--- src/rtl/card6_bus_tracer.sv ---
// card6_bus_tracer: on-chip trace capture of the CARD6 address/data buses.
// Samples are qualified per mode, stamped with a capture tick and stored in a
// circular buffer that is drained through a one-entry-per-cycle read port.
module card6_bus_tracer #(
  parameter int unsigned ADRS_W = 18,
  parameter int unsigned DATA_W = 6,
  parameter int unsigned DEPTH  = 64,
  parameter int unsigned TS_W   = 16,
  parameter int unsigned WRAP   = 0
) (
  input  logic                            clock,
  input  logic                            reset,
  input  logic [ADRS_W-1:0]               adrs_bus,
  input  logic [DATA_W-1:0]               data_bus,
  input  logic                            arm,
  input  logic                            stop,
  input  logic [1:0]                      mode,
  input  logic [ADRS_W-1:0]               match_adrs,
  input  logic [TS_W-1:0]                 stop_ticks,
  input  logic                            rd_en,
  output logic [TS_W+ADRS_W+DATA_W-1:0]   rd_data,
  output logic                            rd_valid,
  output logic [$clog2(DEPTH):0]          count,
  output logic                            empty,
  output logic                            full,
  output logic                            running,
  output logic                            done
);

  localparam int unsigned PTR_W = $clog2(DEPTH);
  localparam int unsigned CNT_W = PTR_W + 1;
  localparam int unsigned SMP_W = ADRS_W + DATA_W;
  localparam int unsigned ENT_W = TS_W + SMP_W;
  localparam logic [CNT_W-1:0] CNT_FULL = CNT_W'(DEPTH);
  localparam logic [CNT_W-1:0] CNT_LAST = CNT_W'(DEPTH - 1);
  localparam bit WRAP_EN = (WRAP != 0);

  typedef enum logic [1:0] {ST_IDLE, ST_CAPTURE, ST_DONE} state_t;

  state_t             state, state_next;
  logic [ENT_W-1:0]   mem [DEPTH];
  logic [PTR_W-1:0]   wr_ptr, rd_ptr;
  logic [TS_W-1:0]    tick;
  logic [SMP_W-1:0]   last_smp;
  logic               first_smp;
  logic [SMP_W-1:0]   smp_c;
  logic               qual_c, run_end_c, cap_c, pop_c;
  logic [CNT_W-1:0]   count_next;

  assign smp_c     = {adrs_bus, data_bus};
  assign run_end_c = (stop_ticks != '0) && (tick == stop_ticks - TS_W'(1));

  // Sample qualification for the current bus values; mode 3 acts like mode 0
  always_comb begin
    qual_c = 1'b1;
    case (mode)
      2'd1:    qual_c = first_smp || (smp_c != last_smp);
      2'd2:    qual_c = (adrs_bus == match_adrs);
      default: qual_c = 1'b1;
    endcase
  end

  // State register
  always_ff @(posedge clock or posedge reset) begin
    if (reset) state <= ST_IDLE;
    else       state <= state_next;
  end

  // Next state plus capture/pop strobes; arm overrides everything else
  always_comb begin
    state_next = state;
    cap_c      = 1'b0;
    pop_c      = 1'b0;
    case (state)
      ST_CAPTURE: begin
        cap_c = qual_c;
        if (stop || run_end_c || (!WRAP_EN && cap_c && (count == CNT_LAST)))
          state_next = ST_DONE;
      end
      default: pop_c = rd_en && (count != '0);
    endcase
    if (arm) begin
      state_next = ST_CAPTURE;
      cap_c      = 1'b0;
      pop_c      = 1'b0;
    end
  end

  // Occupancy after this edge; a write into a full wrapping buffer keeps it full
  always_comb begin
    count_next = count;
    if (arm)                               count_next = '0;
    else if (cap_c && (count != CNT_FULL)) count_next = count + CNT_W'(1);
    else if (pop_c)                        count_next = count - CNT_W'(1);
  end

  // Pointers, tick counter, change history and registered status/read outputs
  always_ff @(posedge clock or posedge reset) begin
    if (reset) begin
      wr_ptr    <= '0;
      rd_ptr    <= '0;
      count     <= '0;
      empty     <= 1'b1;
      full      <= 1'b0;
      running   <= 1'b0;
      done      <= 1'b0;
      tick      <= '0;
      last_smp  <= '0;
      first_smp <= 1'b0;
      rd_data   <= '0;
      rd_valid  <= 1'b0;
    end else begin
      count    <= count_next;
      empty    <= (count_next == '0);
      full     <= (count_next == CNT_FULL);
      running  <= (state_next == ST_CAPTURE);
      done     <= (state_next == ST_DONE);
      rd_valid <= pop_c;
      if (pop_c) rd_data <= mem[rd_ptr];
      if (arm) begin
        wr_ptr    <= '0;
        rd_ptr    <= '0;
        tick      <= '0;
        last_smp  <= '0;
        first_smp <= 1'b1;
      end else begin
        if (state == ST_CAPTURE) begin
          first_smp <= 1'b0;
          if (tick != '1) tick <= tick + TS_W'(1);
        end
        if (cap_c) begin
          wr_ptr   <= wr_ptr + PTR_W'(1);
          last_smp <= smp_c;
          if (count == CNT_FULL) rd_ptr <= rd_ptr + PTR_W'(1);
        end
        if (pop_c) rd_ptr <= rd_ptr + PTR_W'(1);
      end
    end
  end

  // Trace storage; contents need no reset since count gates every read
  always_ff @(posedge clock) begin
    if (cap_c) mem[wr_ptr] <= {tick, smp_c};
  end

endmodule
--- config.mk ---
export PLATFORM = sky130hd
export DESIGN_NAME = card6_bus_tracer
export DESIGN_NICKNAME = d
export VERILOG_FILES = /design/src/rtl/card6_bus_tracer.sv
export SDC_FILE = /design/constraint.sdc
export NUM_CORES = 2
export LEC_CHECK = 0
export BUFFER_PORTS_ARGS = -buffer_cell sky130_fd_sc_hd__clkbuf_2
export CAP_MARGIN = 0
export CORE_MARGIN = 2
export CORE_UTILIZATION = 45
export DETAILED_ROUTE_END_ITERATION = 16
export HOLD_SLACK_MARGIN = 0.02
export PLACE_DENSITY = 0.64
export SLEW_MARGIN = 20
export SYNTH_ARGS = -nofsm -noshare
export SYNTH_HDL_FRONTEND = slang
export SYNTH_SLANG_ARGS = --single-unit
export TNS_END_PERCENT = 5
--- constraint.sdc ---
create_clock -name clock -period 5.7 [get_ports clock]
set_input_delay 0.285 -clock clock [delete_from_list [all_inputs] [get_ports clock]]
set_output_delay 0.285 -clock clock [all_outputs]
set_load 0.005 [all_outputs]
Word-level counts from Yosys, hierarchy flattened
Memories as Yosys holds them, arrays and structs flattened. A register that Yosys moved wholly into a read port is not among the register bits.
Cells that the tools add are included.
Widths: inputs -> output; s select.
{ "op_classes": {"bitwise": 0, "magnitude_cmp": 0, "addsub": 6, "n_eq_ne": 13, "shifts": 0, "reduce_logical": 17, "n_mux": 26, "mul": 0, "div": 0} }
{ "ops": {"columns": ["cell", "count"], "rows": [
  ["$mux 16", 3],
  ["$mux 24", 2],
  ["$mux 6", 6],
  ["$ne 24x24->1", 1],
  ["$mux 7", 3],
  ["$eq 18x18->1", 1],
  ["$add 16x1->16 const B", 1],
  ["$eq 16x16->1", 1],
  ["$ne 16x16->1 const B", 1],
  ["$reduce_bool 16->1", 1],
  ["$sub 16x1->16 const B", 1],
  ["$eq 7x7->1 const B", 2],
  ["$add 6x1->6 const B", 2],
  ["$mux 1", 8],
  ["$add 7x1->7 const B", 1],
  ["$eq 7x6->1 const B", 1],
  ["$logic_not 7->1", 1],
  ["$ne 7x7->1 const B", 1],
  ["$reduce_bool 7->1", 1],
  ["$sub 7x1->7 const B", 1],
  ["$eq 2x1->1 const B", 3],
  ["$mux 2", 3],
  ["$reduce_bool 2->1", 3],
  ["$reduce_bool 3->1", 2],
  ["5 further kinds", 12]
]} }
{ "word_totals": {"wordCells": 75, "mem_bits_rw": 2560, "ff_bits": 67, "mem_count": 1, "latch_bits": 0, "romBits": 0} }
{ "mem_list": {"columns": ["memory", "words", "word_bits", "read_ports", "rd_ports_with_merged_regs", "wr", "line", "text"], "rows": [
  ["mem", 64, 40, 1, 1, 1, "41", "logic [ENT_W-1:0] mem [DEPTH];"]
]} }

Depth between registers and ports, before layout
{ "logic_depth": {"ltp_word": 9, "depth_mapped": 11, "depth_no_buf": 11} }

Worst setup path before layout
OpenSTA, ideal clock, no wires.
{ "synth_path": {"kind": "register to register", "start": "reg state[1]", "end": "mem mem[45][0] (netlist name) (enable)", "arrival_ps": 5475, "setup_slack_ps": -312, "setup_ps": 538, "stages_incl_launch_ff": 8, "path_buffers": 2, "required_ps": 5162, "path_cell_list": "dfrtp_1 -> nand2b_1 -> nor3_1 -> a22o_1 -> nor2_1 -> clkbuf_1 -> buf_2 -> nor4_1"} }
{ "synth_between": {"elab_chain_cells": 5} }
{ "synth_lines": {"columns": ["item", "line", "text"], "rows": [
  ["start, declared", "40", "state_t state, state_next;"],
  ["start signal, assigned", "66", "else state <= state_next;"],
  ["$eq 2x1->1", "74", "case (state)"],
  ["$mux 1", "74", null],
  ["$mux 1", "82", "if (arm) begin"],
  ["$mux 1", "143", "if (cap_c) mem[wr_ptr] <= {tick, smp_c};"],
  ["$mux 1 (implied by the code)", "143", null],
  ["end, declared", "41", null]
]} }
No other way between the ends.

Final worst setup path
{ "layout_path": {"start": "reg last_smp[7]", "end": "mem mem[59][7] (netlist name) (enable)"} }
{ "layout_between": {"elab_chain_cells": 7} }
{ "layout_lines": {"columns": ["item", "line", "text"], "rows": [
  ["start, declared", "44", "logic [SMP_W-1:0] last_smp;"],
  ["start signal, assigned", "133", "last_smp <= smp_c;"],
  ["$ne 24x24->1", "57", "2'd1: qual_c = first_smp || (smp_c != last_smp);"],
  ["$logic_or 1x1->1", "57", null],
  ["$pmux 1 s2", "56", "case (mode)"],
  ["$mux 1", "74", null],
  ["$mux 1", "82", null],
  ["$mux 1", "143", null],
  ["$mux 1 (implied by the code)", "143", null]
]} }
No other way between the ends.

==> qor.txt <==
IO Count - 117
Slowest cell on crit path - nor3_2
Worst-Margin Slew - 1.084 ns
Clock latency on the worst-skew pair - 0.92 ns
Depth of the CTS H-tree - 5
Sequential fraction of the synthesis area - 77.29%
Via density - 6.065
Placed cells - 7,459
Startpoint types - flop
Die width - 482.3 um
Largest net degree at the start of global routing - 129
Reg-to-reg critical path startpoint - last_smp[7]
Maxcap violations - 0
Layout Skew - 0.05560 ns
Cell Area, Synth - 102,900 um2
Instance count on the critical path - 8
Post-synthesis net count - 4,442
Final Hold Vio Count - 0
Worst hold slack - 0.02788 ns
DR vias - 48,260
Core ar. - 227,500 um2
Clock edge transition at the registers on the reported setup and hold paths - 0.06 ns
RSZ-0062 raised after global routing - no
Routed wire length - 250,600 um
Chip height - 482.3 um
Hold/Removal Path Class - input pin to async pin
DP Wirelength - 149,400 um
Grt ovf - 0
Final non-filler cell total - 7,958
Crit path buffers/inverters - 1
Post-Syn Instances - 4,368
Worst Setup SP - last_smp[7]
Root Buffer Master - clkbuf_16
Yosys top cell by area - edfxtp_1
Top Family by Delay on Critical Path - simple AND/OR/NAND/NOR gates
Number of buffers created by CTS - 287
Die area - 232,600 um2
Port Buf Inserts - 116
Synthesis-to-finish area growth - 14.30%
Top-area cell type share of the netlist area - 74.69%
RePlAce Congestion - 0.8423
Top post-synthesis cells by count - edfxtp_1 (2,560), mux4_2 (833), nand2_1 (185)
Setup CP Type - flop to flop
Yosys reg bits - 2,667
Synth warn - 0
Crit. End Element - flop
Initial Utilization - 45.24%
CP max stage delay - 0.96 ns
Setup bufs post-CTS - 0
CP cell instances - xor2_1 > nor4_1 > nand4_1 > o21ai_0 > a21oi_4 > nand3_1 > nor3_2 > buf_4
Most common cell in the netlist - edfxtp_1
Initial DRC count - 6,333
Vias in the first global route - 48,410
Post-synth top flop - edfxtp_1
Initial antenna violation count - 38
DR pass1 iterations - 5
Final WS setup - 1.818 ns
Worst slack, placed - 1.291 ns
Final setup viols - 0
Synth unique cells - 60
Share of layout cells above drive strength 1 - 33.21%
CTS tree - built
Fin nets - 4,823
Tmin final - 3.882 ns
LEAKAGE - 0.03662 uW
First-pass GRT wire length - 359,800 um
Flop2flop setup slack - 1.82 ns
WL/cell - 31.49 um
CP arrival - 4.42 ns
EDFF count, synth - 2,560
Slew margin rel. - 27.33%
Fin crit share - 68.10%
Final ANT Viol Nets - 0
CTS max path bufs - 4
Num Clock Sinks - 2,667
CP max FO - 30
Setup crit end - mem[59][7]
Peak supply drop - 371.3 uV
RR Endpoint - mem[59][7]
Pins Over Slew Limit - 0
Total track usage - 21.76%
CP required - 6.24 ns
Reg2reg path depth - 8
Max Freq - 257.6 MHz
Power Density - 409.7 nW/um2
Mean Syn Cell Area - 23.56 um2
Synth top area cells - edfxtp_1 (75%), mux4_2 (18%), dfrtp_1 (2.6%)
DRC viols - 0
FFs w/ async S/R, synth - 4.012%
Status - complete, no violations
Placement row count - 175
Total Power - 48,190 uW
through the flow:
stage / cell area [um2] / setup TNS, ns / utilization, %
final: 117600 / 0 / 51.71
after global routing: 117600 / 0 / 51.71
after CTS: 117600 / 0 / 51.71
after detailed placement: 108600 / 0 / 47.75
after global placement: 108600 / 0 / 47.75
after floorplan: 102900 / -123.26 / -
layer usage:
| metal | global-route usage [%] | part of all wire [%] | vias up |
|---|---|---|---|
| li1 | - | - | 19400 |
| met1 | 32.60 | 42 | 26380 |
| met2 | 33.11 | 47 | 2151 |
| met3 | 4.249 | 8.5 | 327 |
| met4 | 5.620 | 2.4 | 4 |
| met5 | 0 | 0.010 | - |
worst min-delay path by stage:
stage / end / slack [ns] / cells past startpoint
floorplan: mem[0][0] / 0.38 / 0
global placement: rd_data[29] / 0.46 / 2
detailed placement: done / 0.47 / 2
CTS: done / 0.03 / 3
global route: done / 0.06 / 3
finish: done / 0.03 / 3
sequential cells by signal (all words and copies together), names as in the netlist:
register	flops
done	1
wr_ptr	6
rd_ptr	6
mem	2560
count	7
empty	1
rd_data	40
full	1
rd_valid	1
state	2
running	1
tick	16
last_smp	24
first_smp	1
layout make-up:
class,instances,area [um2]
Fill cell,17330,109900
Sequential cell,2667,79600
Multi-Input combinational cell,1449,22760
Clock buffer,353,7522
Tap cell,3009,3765
Timing Repair Buffer,328,2547
Clock inverter,132,1371
Inverter,16,65.06
Antenna cell,4,10.01
worst min-delay path: stages:
cell and delay (ns):
dlygate4sd3_1 0.53, clkbuf_2 0.13, inv_6 0.49
power breakdown:
| part | internal, uW | total, uW | switching [uW] |
|---|---|---|---|
| Clock | 10600 | 17900 | 7270 |
| Combinational | 3890 | 8430 | 4540 |
| Sequential | 21600 | 21900 | 273 |
| Total | 36100 | 48200 | 12100 |
cell usage in the layout, fill, tap and decap left out, drive strengths merged, types with 4 or more instances in the layout:
cell type    instances
edfxtp            2560
mux4               833
clkbuf             469
buf                202
nand2              185
dfrtp              106
clkinv              96
nor2                64
xor2                47
nor3                43
xnor2               40
a21oi               39
nor4                34
bufinv              28
inv                 19
nand3               17
o21ai               17
nand4               15
mux2                11
dlygate4sd3         10
mux2i                9
ha                   9
and2                 8
and3                 6
nand3b               6
nor2b                5
nand4b               5
clkinvlp             5
diode                4
o211a                4
and4                 4
nand2b               4
kinds of logic after synthesis:
| logic type | synth area share [%] |
|---|---|
| and+or+nand+nor | 1.878 |
| buffers and inverters | 0.9980 |
| DFF | 77.29 |
| adders and majority gates | 0.1094 |
| muxes | 18.43 |
| AOI/OAI and AO/OA | 0.5495 |
| xor gates and xnor gates | 0.7403 |
what timing repair did:
action | CTS | global route
gates resized for setup | 0 | 0
hold endpoints to repair | 86 | 0
hold buffers | 10 | 0
Note: power is estimated with default switching activity, not from simulation.
